### config.mk
export PLATFORM = sky130hd
export DESIGN_NAME = spi_drv
export DESIGN_NICKNAME = d
export VERILOG_FILES = /design/src/rtl/spi_drv.sv
export SDC_FILE = /design/constraint.sdc
export NUM_CORES = 1
export LEC_CHECK = 0
export CAP_MARGIN = 25
export CORE_MARGIN = 5
export CORE_UTILIZATION = 60
export CTS_BUF_LIST = sky130_fd_sc_hd__clkbuf_8
export DETAILED_ROUTE_END_ITERATION = 12
export PLACE_DENSITY = 0.93
export SLEW_MARGIN = 20
export SYNTH_ARGS = -nofsm -noshare
export SYNTH_HDL_FRONTEND = slang
export SYNTH_SLANG_ARGS = --single-unit
### constraint.sdc
create_clock -name clk -period 8.7 [get_ports clk]
set_input_delay 1.305 -clock clk [delete_from_list [all_inputs] [get_ports clk]]
set_output_delay 1.305 -clock clk [all_outputs]
set_load 0.02 [all_outputs]
### src/rtl/spi_drv.sv
// spi_drv -- SPI master (mode 0) with a command/ready handshake.
//
// Shifts up to SPI_MAXLEN bits MSB-first on MOSI while capturing MISO.
// SCLK idles low; MISO is sampled on the clk edge that raises SCLK and
// MOSI advances on the clk edge that lowers it. SS_N is active low.
//
// Ports:
//   clk          system clock, all logic on its rising edge
//   sresetn      synchronous reset, active HIGH despite the name
//   start_cmd    command request level; n_clks/tx_data valid while high
//   spi_drv_rdy  1 = idle; falls on acceptance, rises on completion
//   n_clks       requested SCLK pulse count (clamped to SPI_MAXLEN)
//   tx_data      transmit word, first bit tx_data[n-1]
//   rx_miso      received word, updated only at completion or reset
//   SCLK/MOSI/MISO/SS_N  SPI bus
//
// Optional: define SPI_DRV_ASSERT_EN to compile simulation-only checks.
module spi_drv #(
  parameter int CLK_DIVIDE = 100,
  parameter int SPI_MAXLEN = 32
) (
  input  logic                          clk,
  input  logic                          sresetn,
  input  logic                          start_cmd,
  output logic                          spi_drv_rdy,
  input  logic [$clog2(SPI_MAXLEN):0]   n_clks,
  input  logic [SPI_MAXLEN-1:0]         tx_data,
  output logic [SPI_MAXLEN-1:0]         rx_miso,
  output logic                          SCLK,
  output logic                          MOSI,
  input  logic                          MISO,
  output logic                          SS_N
);

  localparam int H  = CLK_DIVIDE / 2;
  localparam int CW = (H > 1) ? $clog2(H) : 1;
  localparam int NW = $clog2(SPI_MAXLEN) + 1;

  typedef enum logic [2:0] {IDLE, LEAD, HIGH, LOW, DONE} state_t;

  state_t                state_reg,   state_next;
  logic [CW-1:0]         cnt_reg,     cnt_next;
  logic [NW-1:0]         n_reg,       n_next;
  logic [NW-1:0]         nbit_reg,    nbit_next;   // HIGH phases completed
  logic [SPI_MAXLEN-1:0] tx_sh_reg,   tx_sh_next;  // current bit at the MSB
  logic [SPI_MAXLEN-1:0] rx_sh_reg,   rx_sh_next;
  logic [SPI_MAXLEN-1:0] rx_miso_reg, rx_miso_next;

  logic          phase_end;
  logic [NW-1:0] n_clamped;
  logic [NW-1:0] tx_shamt;
  logic          busy;

  assign phase_end = (cnt_reg == CW'(H - 1));
  assign n_clamped = (n_clks > NW'(SPI_MAXLEN)) ? NW'(SPI_MAXLEN) : n_clks;
  // Left-align the n transmitted bits so MOSI is always the MSB.
  assign tx_shamt  = NW'(SPI_MAXLEN) - n_clamped;
  assign busy      = (state_reg == LEAD) || (state_reg == HIGH) || (state_reg == LOW);

  always_ff @(posedge clk) begin
    if (sresetn) begin
      state_reg   <= IDLE;
      cnt_reg     <= '0;
      n_reg       <= '0;
      nbit_reg    <= '0;
      tx_sh_reg   <= '0;
      rx_sh_reg   <= '0;
      rx_miso_reg <= '0;
    end else begin
      state_reg   <= state_next;
      cnt_reg     <= cnt_next;
      n_reg       <= n_next;
      nbit_reg    <= nbit_next;
      tx_sh_reg   <= tx_sh_next;
      rx_sh_reg   <= rx_sh_next;
      rx_miso_reg <= rx_miso_next;
    end
  end

  always_comb begin
    state_next   = state_reg;
    cnt_next     = cnt_reg + CW'(1);
    n_next       = n_reg;
    nbit_next    = nbit_reg;
    tx_sh_next   = tx_sh_reg;
    rx_sh_next   = rx_sh_reg;
    rx_miso_next = rx_miso_reg;

    case (state_reg)
      // DONE looks exactly like IDLE and also accepts, so a held start_cmd
      // sees rdy high for only the single completion cycle.
      IDLE, DONE: begin
        cnt_next = '0;
        if (start_cmd) begin
          state_next = LEAD;
          n_next     = n_clamped;
          nbit_next  = '0;
          tx_sh_next = tx_data << tx_shamt;
          rx_sh_next = '0;
        end else begin
          state_next = IDLE;
        end
      end
      LEAD: begin
        if (phase_end) begin
          cnt_next = '0;
          if (n_reg == '0) begin
            state_next   = DONE;
            rx_miso_next = '0;
          end else begin
            state_next = HIGH;
            rx_sh_next = {rx_sh_reg[SPI_MAXLEN-2:0], MISO};
          end
        end
      end
      HIGH: begin
        if (phase_end) begin
          cnt_next   = '0;
          state_next = LOW;
          nbit_next  = nbit_reg + NW'(1);
          // After the last bit MOSI keeps its value through the trailing half.
          if (nbit_reg + NW'(1) != n_reg)
            tx_sh_next = tx_sh_reg << 1;
        end
      end
      LOW: begin
        if (phase_end) begin
          cnt_next = '0;
          if (nbit_reg == n_reg) begin
            state_next   = DONE;
            rx_miso_next = rx_sh_reg;
          end else begin
            state_next = HIGH;
            rx_sh_next = {rx_sh_reg[SPI_MAXLEN-2:0], MISO};
          end
        end
      end
      default: begin
        state_next = IDLE;
        cnt_next   = '0;
      end
    endcase
  end

  assign spi_drv_rdy = !busy;
  assign SS_N        = !busy;
  assign SCLK        = (state_reg == HIGH);
  assign MOSI        = busy && tx_sh_reg[SPI_MAXLEN-1];
  assign rx_miso     = rx_miso_reg;

`ifdef SPI_DRV_ASSERT_EN
  a_clk_divide: assert property (@(posedge clk) (CLK_DIVIDE % 2 == 0) && (CLK_DIVIDE >= 4));
  a_ss_sclk:    assert property (@(posedge clk) disable iff (sresetn) SCLK |-> !SS_N);
  a_rdy_ss:     assert property (@(posedge clk) disable iff (sresetn) !SS_N |-> !spi_drv_rdy);

  always @(posedge clk) begin
    if (!sresetn && !busy && start_cmd && (n_clks > NW'(SPI_MAXLEN)))
      $error("spi_drv: n_clks=%0d exceeds SPI_MAXLEN=%0d, clamped", n_clks, SPI_MAXLEN);
  end
`else
`endif

endmodule

==> metrics.md, run 1 <==
| Metric | Value |
|---|---|
| Share of the synthesized area in the top cell type | `35.17%` |
| Chip Width | `between 100 and 150 um` |
| Worst path max stage delay | `0.75 ns` |
| Synth Net Count | `around 830` |
| Largest net degree at the start of global routing | `around 110` |
| Final #Nets | `a little under 900` |
| Mapped Area | `~0.0067 mm2` |
| Number of I/O port buffers | `77` |
| RSZ-0062 raised after global routing | `no` |
| Crit. End Element | `flip-flop` |
| Final setup skew | `around 0.011 ns` |
| Reg clk slew, reported paths | `0.08 ns` |
| Bufs on Longest Clock Path | `2` |
| Fill count | `roughly 800` |
| Synthesis-to-layout area growth | `17.66%` |
| Worst-Margin Slew | `1.022 ns` |
| Clock sinks | `~120` |
| Final instance area | `between 0.007 and 0.008 mm2` |
| Via Count | `around 6400` |
| Pwr Density | `between 150 and 200 mW/mm2` |
| Compound-cell area share of the yosys netlist | `between 15 and 20%` |
| # DRC | `0` |
| Async S/R FF share, synth | `0%` |
| Initial antenna violation count | `0` |
| Setup bufs post-CTS | `0` |
| Post-synthesis xor/xnor area fraction | `under 10%` |
| Critical path startpoint category | `primary input` |
| Final Max Tran Viols | `0` |
| Final setup fails | `0` |
| Detail-routed via count per cell | `approximately 6.5` |
| Hold Fails Final Rpt | `0` |
| FP Rows | `38` |
| Cts bufs inserted | `17` |
| Crit path kind | `primary input to flip-flop` |
| Largest area contributor in the netlist | `dfxtp_1` |
| Number of I/O pins | `between 70 and 80` |
| Final Critical Period | `between 5 and 6 ns` |
| Final hold slack | `roughly 0.45 ns` |
| Maximum vdd drop | `roughly 0.16 mV` |
| DR iter-0 viols | `900` |
| Starting Density | `about three fifths` |
| Setup tns final | `0 ns` |
| Status | `completed` |
| TritonCTS clock tree | `yes` |
| Die Y | `115.3 um` |
| Syn Area/Cell | `roughly 8.5 um2` |
| Slew margin rel. | `a little under a third` |
| Core area | `about 0.011 mm2` |
| WL/cell | `about 19 um` |
| Synth warnings | `0` |
| Cells along the critical path | `clkdlybuf4s50_1 -> nor2b_2 -> buf_4 -> inv_2 -> ha_1 -> or3b_1 -> a221oi_2 -> and2_1 -> nand2_1 -> o22a_1 -> a311oi_2` |
| DRT Pass-1 Iters | `6` |
| CP max FO | `36` |
| Antenna Nets Post-Route | `0` |
| Clk root buf | `clkbuf_8` |
| FF-to-FF Start | `state_reg[1]` |
| Area after DPL | `around 0.0074 mm2` |
| Post-Synthesis Cells | `~790` |
| Synthesized flop and latch total | `between 100 and 150` |
| Sequential share of the synthesized area | `approximately a third` |
| Post-synth EDFFs | `0` |
| Fraction of layout instances using a drive strength above 1 | `11.62%` |
| Pleak | `between 2 and 3 nW` |
| Min-delay src | `rx_miso[3]` |
| Simple-Gate Fraction of Synth Area | `about 23%` |
| Global-route wire length before repair | `around 30000 um` |
| Synth cell types | `65` |
| Hpwl dp | `~13000 um` |
| Total wire length | `approximately 19000 um` |
| # hold bufs at CTS | `0` |
| CTS resizes | `0` |
| MaxCap Viol Count | `0` |
| Vias in the first global route | `around 5900` |
| GR Util All Layers | `28.30%` |
| HP Class | `flip-flop to flip-flop` |
| Gr ovfl total | `0` |
| GPL Wtd Cong | `between 0.9 and 1` |
| Tcrit/Tclk final | `roughly 58%` |
| Post-synthesis adder-cell area fraction | `0.7516%` |
| Ys flop type | `dfxtp_1` |
| Crit path from | `n_clks[5]` |
| Fmax | `0.1981 GHz` |
| Worst-path cell with the longest stage delay | `clkdlybuf4s50_1` |
| Worst skew pair latency | `approximately 0.45 ns` |
| WP data required | `between 9 and 10 ns` |
| Largest family of logic cells by synthesized area | `simple AND/OR/NAND/NOR gates` |
| H-tree Lvls | `4` |
| # diodes | `0` |
| Synth top area cells | `dfxtp_1 35%, mux4_2 9.1%, a21oi_1 6.7%` |
| Mux cell area share after synthesis | `approximately 16%` |
| WP data arrival | `approximately 5.4 ns` |
| Die area | `0.01330 mm2` |
cell type report:
| cell class | count | area (um2) | area share [%] |
|---|---|---|---|
| Inverter | 6 | 22.52 | 0.2874 |
| Multi-Input combinational cell | 594 | 4024 | 51.36 |
| Clock buffer | 18 | 247.7 | 3.162 |
| Clock inverter | 13 | 132.6 | 1.693 |
| Timing Repair Buffer | 87 | 890.9 | 11.37 |
| Tap cell | 140 | 175.2 | 2.236 |
| Sequential cell | 117 | 2342 | 29.89 |
logic make-up after synthesis:
| family | Yosys count |
|---|---|
| adder cells (fa/ha/maj) | 4 |
| XOR/XNOR | 18 |
| buffers and inverters | 75 |
| flip-flops | 117 |
| AO/OA/AOI/OAI | 182 |
| AND/OR/NAND/NOR | 319 |
| multiplexers | 71 |
worst paths after layout:
path	to	slack [ns]	cells past startpoint
setup / recovery	tx_sh_reg[22]	3.65	11
hold / removal	rx_miso[3]	0.45	2
setup reg to reg	tx_sh_reg[31]	5.68	7
hold reg to reg	rx_miso[3]	0.45	2
power by group:
| group | internal (W) | leakage [nW] | switching, W |
|---|---|---|---|
| Combinational | 0.000127 | 1.51 | 0.000173 |
| Sequential | 0.000553 | 0.950 | 0.0000122 |
| Clock | 0.000259 | 0.187 | 0.000230 |
metrics by stage:
step,utilization (%),setup slack [ns],total power (W),instances
after floorplan,-,4.438,0.0007827,786
after global placement,68.11,3.368,0.0008583,941
after detailed placement,68.50,3.258,0.0008661,943
after CTS,72.01,3.732,0.001345,974
after global routing,72.28,3.365,0.001400,975
final,72.28,3.652,0.001353,975
layout by cell type (no fill, tap or decap), types with 6 or more instances in the layout:
cell type,instances
mux2_2,6
mux2i_1,38
dfxtp_1,117
nor2_1,66
a32oi_1,7
o21ai_0,10
xor2_1,9
clkdlybuf4s50_1,76
a21oi_1,89
clkbuf_8,18
nand2_1,118
buf_4,8
a311oi_1,14
xnor2_1,7
nor3_1,12
nand3b_1,34
a211oi_1,18
nand3_1,54
mux4_2,27
synth_stat cells (all sizes together) (2+ instances only):
| master | count |
|---|---|
| a2bb2oi | 2 |
| a22oi | 5 |
| nor2b | 4 |
| nor4 | 5 |
| xnor2 | 8 |
| nand3 | 54 |
| o311a | 2 |
| and2 | 5 |
| a211oi | 18 |
| mux4 | 27 |
| nor4b | 2 |
| nand3b | 34 |
| o31a | 2 |
| o21ai | 13 |
| a21oi | 90 |
| mux2 | 6 |
| or3 | 4 |
| nand2b | 2 |
| o22a | 3 |
| mux2i | 38 |
| nand2 | 118 |
| nor2 | 66 |
| xor2 | 10 |
| nor3 | 15 |
| inv | 6 |
| clkbuf | 42 |
| o211ai | 2 |
| ha | 4 |
| a32oi | 7 |
| buf | 27 |
| or2 | 2 |
| a311oi | 15 |
| a31oi | 6 |
| dfxtp | 117 |
| or3b | 3 |
| o22ai | 4 |
| o21a | 2 |
| a221oi | 4 |
metal layers:
| metal | track usage [%] | share of wire, % | vias up |
|---|---|---|---|
| li1 | - | - | 2948 |
| met2 | 42.82 | 47 | 363 |
| met1 | 39.97 | 42 | 3015 |
| met3 | 6.158 | 9.2 | 32 |
| met5 | 0 | 0 | - |
| met4 | 10.25 | 1.9 | 0 |
worst max-delay path, delay by kind of cell:
kind	cells	cell delay [ns]
buffers and inverters	3	1.44
and+or+nand+nor	4	1.23
AOI/OAI and AO/OA	3	0.95
adders and majority gates	1	0.47
No activity file was read; power rests on OpenSTA's default activity.
==> run 2, diff against run 1 <==
CORE_UTILIZATION = 58   (was 60)
PLACE_DENSITY = 0.9   (was 0.93)
clock period = 4.7 ns   (was 8.7 ns; I/O delays follow)
==> run 2 against run 1 <==
Compared with the run above: sequential power up 84%; sequential share of layout area is 0.44 points lower; core utilization fell by 2.0 points; wire length fell by 5.8%; critical path depth down 1; via count decreased by 0.20%; global-route usage down 2.1 points; power increased by 95%; die area rose by 3.2%; largest cell class unchanged; highest routed layer unchanged.
==> metrics.md, run 2 (synthesis gave the netlist of run 1 again) <==
| Metric | Value |
|---|---|
| Comb pwr share | `roughly a fifth` |
| Crit path kind | `primary input to flip-flop` |
| Bufs on Longest Clock Path | `2` |
| Status | `completed` |
| Worst path max stage delay | `between 0.6 and 0.7 ns` |
| WL/cell | `17.82 um` |
| Reg power frac | `about two fifths` |
| Int Power | `about 0.0019 W` |
| GPL Wtd Cong | `around 0.94` |
| Largest net degree at the start of global routing | `59` |
| Final Util | `70.24%` |
| Commonest cells after routing, fill and taps aside | `118 x nand2_1, 117 x dfxtp_1, 89 x a21oi_1` |
| Worst-Margin Slew | `0.9604 ns` |
| R2R Setup Slk | `around 1.8 ns` |
| Gr ovfl total | `0` |
| Cts bufs inserted | `17` |
| Slew margin rel. | `approximately 36%` |
| Chip Width | `~120 um` |
| Worst-path cell with the longest stage delay | `clkdlybuf4s50_1` |
| Hpwl dp | `~12000 um` |
| MaxCap Viol Count | `0` |
| GR Util All Layers | `a little over a quarter` |
| Area after DPL | `between 0.007 and 0.008 mm2` |
| # diodes | `0` |
| HP Class | `flip-flop to flip-flop` |
| Starting Density | `about three fifths` |
| Worst path most repeated cell | `mux2i_1` |
| Pwr Density | `approximately 330 mW/mm2` |
| Critical path startpoint category | `primary input` |
| Pleak | `between 2 and 3 nW` |
| Final #Nets | `875` |
| Reg clk slew, reported paths | `0.07 ns` |
| Final Critical Period | `3.619 ns` |
| Die Y | `between 100 and 150 um` |
| Global-route wire length before repair | `roughly 29000 um` |
| Hold Fails Final Rpt | `0` |
| Final instance area | `about 0.0080 mm2` |
| Total wire length | `roughly 18000 um` |
| Vias in the first global route | `about 5800` |
| Detail-routed via count per cell | `~6.4` |
| Cells along the critical path | `clkdlybuf4s50_1 -> inv_1 -> nand2_1 -> ha_2 -> mux2i_1 -> o21ai_0 -> mux2i_1 -> nor3_1 -> a221oi_1 -> a311oi_1` |
| # hold bufs at CTS | `0` |
| Setup bufs post-CTS | `0` |
| Final setup skew | `0.01014 ns` |
| Worst skew pair latency | `between 0.4 and 0.5 ns` |
| Initial antenna violation count | `0` |
| Clock power share | `39.4%` |
| Synthesis-to-layout area growth | `19.41%` |
| WP data arrival | `approximately 4 ns` |
| Number of I/O port buffers | `slightly below 80` |
| TritonCTS clock tree | `yes` |
| Antenna Nets Post-Route | `0` |
| Sw frac | `around 29%` |
| Maximum vdd drop | `between 0.15 and 0.2 mV` |
| Fmax | `roughly 0.28 GHz` |
| DRT Pass-1 Iters | `6` |
| CTS resizes | `0` |
| Fraction of layout instances using a drive strength above 1 | `12.11%` |
| Switching pwr | `approximately 0.00077 W` |
| FP Rows | `39` |
| Hold path depth | `2` |
| Most common cell after layout, fill and taps aside | `nand2_1` |
| RSZ-0062 raised after global routing | `no` |
| Final Max Tran Viols | `0` |
| CP max FO | `20` |
| Clock sinks | `approximately 120` |
| WP data required | `between 5 and 6 ns` |
| Clk root buf | `clkbuf_8` |
| DR iter-0 viols | `between 800 and 900` |
| H-tree Lvls | `4` |
| Core area | `around 0.011 mm2` |
| Number of I/O pins | `between 70 and 80` |
| Worst r2r path cells | `7` |
| Crit. End Element | `flip-flop` |
| Via Count | `6345` |
| Fill count | `~830` |
| Setup tns final | `0 ns` |
| Final hold slack | `0.4511 ns` |
| # DRC | `0` |
| Tcrit/Tclk final | `between 70% and 80%` |
| Final setup fails | `0` |
| Die area | `0.01372 mm2` |
==> run 2: cell types whose count changed in the layout (fill, tap and decap cells not counted), moves of 2 or more <==
| cell | change |
|---|---|
| buf_4 | +6 |
| inv_6 | +2 |
| clkinv_2 | -5 |
| clkinv_4 | +3 |
| bufinv_16 | +2 |
| clkinvlp_4 | -2 |
==> run 2: worst max-delay path: cells and delay by family <==
family	cells	cell delay, ns
muxes	2	0.52
and+or+nand+nor	2	0.30
adders and majority gates	1	0.62
AOI/OAI and AO/OA	3	0.96
buffers and inverters	2	0.84
==> run 2: power by group through the flow <==
stage          registers [W]  logic [W]  clock network, W
2_1_floorplan        0.00106   0.000390                 0
3_3_place_gp         0.00106   0.000525                 0
3_5_place_dp         0.00106   0.000534                 0
4_1_cts              0.00104   0.000537           0.00104
5_1_grt              0.00105   0.000591           0.00109
6_report             0.00104   0.000551           0.00104
==> run 2: area by class of cell <==
class / count / area (um2) / share of cell area [%]
repair buffers: 93 / 928.4 / 11.68
multi-input cells: 594 / 4031 / 50.70
well taps: 143 / 178.9 / 2.250
inverters: 6 / 22.52 / 0.2832
clock inverters: 14 / 200.2 / 2.518
flip-flops and latches: 117 / 2342 / 29.46
clock buffers: 18 / 247.7 / 3.116
==> run 2: stage by stage <==
| step | setup WS (ns) | power, W | cells |
|---|---|---|---|
| after floorplan | 1.038 | 0.001449 | 786 |
| after global placement | 0.7619 | 0.001590 | 950 |
| after detailed placement | 0.6748 | 0.001599 | 953 |
| after CTS | 1.119 | 0.002623 | 985 |
| after global routing | 0.8300 | 0.002731 | 985 |
| final | 1.081 | 0.002632 | 985 |
==> run 2: per-layer routing <==
layer	global-route usage [%]	share of wire, %
met5	0	0
met4	8.486	2.1
met3	6.375	9.2
met2	39.52	45
met1	37.19	44
==> run 2: final timing paths <==
kind,startpoint,endpoint
max reg2reg,n_reg[1],rx_sh_reg[8]
max,n_clks[5],tx_sh_reg[30]
min reg2reg,rx_miso[30],rx_miso[30]
min,rx_miso[30],rx_miso[30]
==> run 3, diff against run 2 <==
clock period = 3.8 ns   (was 4.7 ns; I/O delays follow)
==> run 3 against run 2 <==
Compared with the run above: largest cell class unchanged; power up 18%; clock-buffer cell count stayed put; sequential share of layout area about the same; final cell count up 0.91%; global-route usage decreased by 0.64 points; final area increased by 0.13%; via count increased by 0.28%; combinational power is 26% higher; die area stayed put; critical path depth did not move; worst setup slack got worse by 0.51 ns; wire length grew 0.33%.
==> metrics.md, run 3 (synthesis gave the netlist of run 1 again) <==
| Metric | Value |
|---|---|
| Status | `completed` |
| GR Util All Layers | `25.60%` |
| Placed cells | `962` |
| Chip Width | `roughly 120 um` |
| Final setup fails | `0` |
| Pwr Density | `between 300 and 400 mW/mm2` |
| Core area | `between 0.01 and 0.015 mm2` |
| # DRC | `0` |
| Fmax | `0.3101 GHz` |
| Sw frac | `a little under a third` |
| Multi-input gate area | `0.004031 mm2` |
| H-tree Lvls | `4` |
| Slew margin rel. | `between 30% and 40%` |
| Min-delay src | `rx_miso[30]` |
| RSZ-0062 raised after global routing | `no` |
| DRT Pass-1 Iters | `5` |
| Critical path startpoint category | `primary input` |
| Comb pwr share | `approximately 22%` |
| Setup bufs post-CTS | `0` |
| Final Util | `70.32%` |
| Final hold slack | `roughly 0.45 ns` |
| Maximum vdd drop | `roughly 0.28 mV` |
| Crit path kind | `primary input to flip-flop` |
| Via Count | `~6400` |
| Synthesis-to-layout area growth | `19.56%` |
| Final Critical Period | `between 3 and 4 ns` |
| Hpwl dp | `roughly 12000 um` |
| Die Y | `approximately 120 um` |
| Worst-Margin Slew | `approximately 0.9 ns` |
| Crit. End Element | `flip-flop` |
| Seq. cell area | `0.002342 mm2` |
| MaxCap Viol Count | `0` |
| Final setup skew | `between 0.01 and 0.015 ns` |
| Fraction of layout instances using a drive strength above 1 | `a little over an eighth` |
| CP max FO | `18` |
| Clock power share | `~36%` |
| Hold path depth | `2` |
| Global-route wire length before repair | `approximately 28000 um` |
| Final #Nets | `between 800 and 900` |
| # hold bufs at CTS | `0` |
| Crit path from | `n_clks[5]` |
| WP data required | `4.15 ns` |
| Die area | `approximately 0.014 mm2` |
| Commonest cells after routing, fill and taps aside | `118 x nand2_1, 117 x dfxtp_1, 89 x a21oi_1` |
| Non-filler cells, final | `approximately 990` |
| Largest net degree at the start of global routing | `92` |
| Initial antenna violation count | `0` |
| Tcrit/Tclk final | `a little over four fifths` |
| CTS resizes | `0` |
| Cts bufs inserted | `17` |
| Worst r2r path cells | `7` |
| Number of I/O port buffers | `77` |
| Setup tns final | `0 ns` |
| Clock sinks | `between 100 and 150` |
| Number of I/O pins | `between 70 and 80` |
| Int Power | `~0.0021 W` |
| Tot Pwr | `a little over 0.003 W` |
| FP Rows | `39` |
| Most common cell after layout, fill and taps aside | `nand2_1` |
| Total wire length | `around 18000 um` |
| FF-to-FF Start | `state_reg[1]` |
| # diodes | `0` |
| TritonCTS clock tree | `yes` |
| Fill count | `between 800 and 900` |
| Antenna Nets Post-Route | `0` |
| HP Class | `flip-flop to flip-flop` |
| Reg clk slew, reported paths | `around 0.07 ns` |
| Worst skew pair latency | `around 0.44 ns` |
| Switching pwr | `about 0.00098 W` |
| Hold Fails Final Rpt | `0` |
| Bufs on Longest Clock Path | `2` |
| Clk root buf | `clkbuf_8` |
| DR iter-0 viols | `around 940` |
| Gr ovfl total | `0` |
| GPL Wtd Cong | `about 0.94` |
| WP data arrival | `between 3 and 4 ns` |
| Reg power frac | `between 40 and 50%` |
| Starting Density | `between 50 and 60%` |
| Pleak | `2.708 nW` |
| WL/cell | `between 15 and 20 um` |
| Detail-routed via count per cell | `between 6 and 7` |
| Final Max Tran Viols | `0` |
| Vias in the first global route | `roughly 5600` |
## run 3: power by group through the flow
stage	registers (W)	logic (W)	clock network, W
2_1_floorplan	0.00131	0.000483	0
3_3_place_gp	0.00132	0.000659	0
3_5_place_dp	0.00132	0.000674	0
4_1_cts	0.00129	0.000677	0.00114
5_1_grt	0.00129	0.000740	0.00119
6_report	0.00129	0.000696	0.00112
## run 3: layout make-up
| cell class | count | area share [%] |
|---|---|---|
| Tap cell | 143 | 2.247 |
| Inverter | 6 | 0.2829 |
| Multi-Input combinational cell | 594 | 50.64 |
| Timing Repair Buffer | 102 | 12.51 |
| Clock buffer | 18 | 3.112 |
| Sequential cell | 117 | 29.42 |
| Clock inverter | 14 | 1.792 |
## run 3: layer usage
metal | vias up | track usage [%] | part of all wire (%)
li1 | 2978 | - | -
met1 | 2994 | 35.61 | 42
met2 | 349 | 39.14 | 46
met3 | 42 | 6.015 | 9.1
met4 | 0 | 8.945 | 2.1
met5 | - | 0 | 0
## run 3: worst paths after layout
| kind | end | slack [ns] |
|---|---|---|
| worst max-delay path | tx_sh_reg[10] | 0.58 |
| worst min-delay path | rx_miso[30] | 0.45 |
| worst max register to register | tx_sh_reg[14] | 1.00 |
| worst min register to register | rx_miso[30] | 0.45 |
## run 3: through the flow
step,cell area [um2],worst slack [ns]
detailed placement,7571,0.2074
global route,7961,0.2931
floorplan,6659,0.2734
finish,7961,0.5753
global placement,7528,0.3143
CTS,7961,0.6758
## run 3: worst max-delay path, stage by stage
cell             delay [ns]
clkdlybuf4s50_1        0.49
nor2b_2                0.17
inv_2                  0.05
ha_2                   0.63
mux2i_1                0.22
o21ai_0                0.60
mux2i_1                0.29
o21ai_0                0.21
a22oi_1                0.08
a211oi_1               0.25
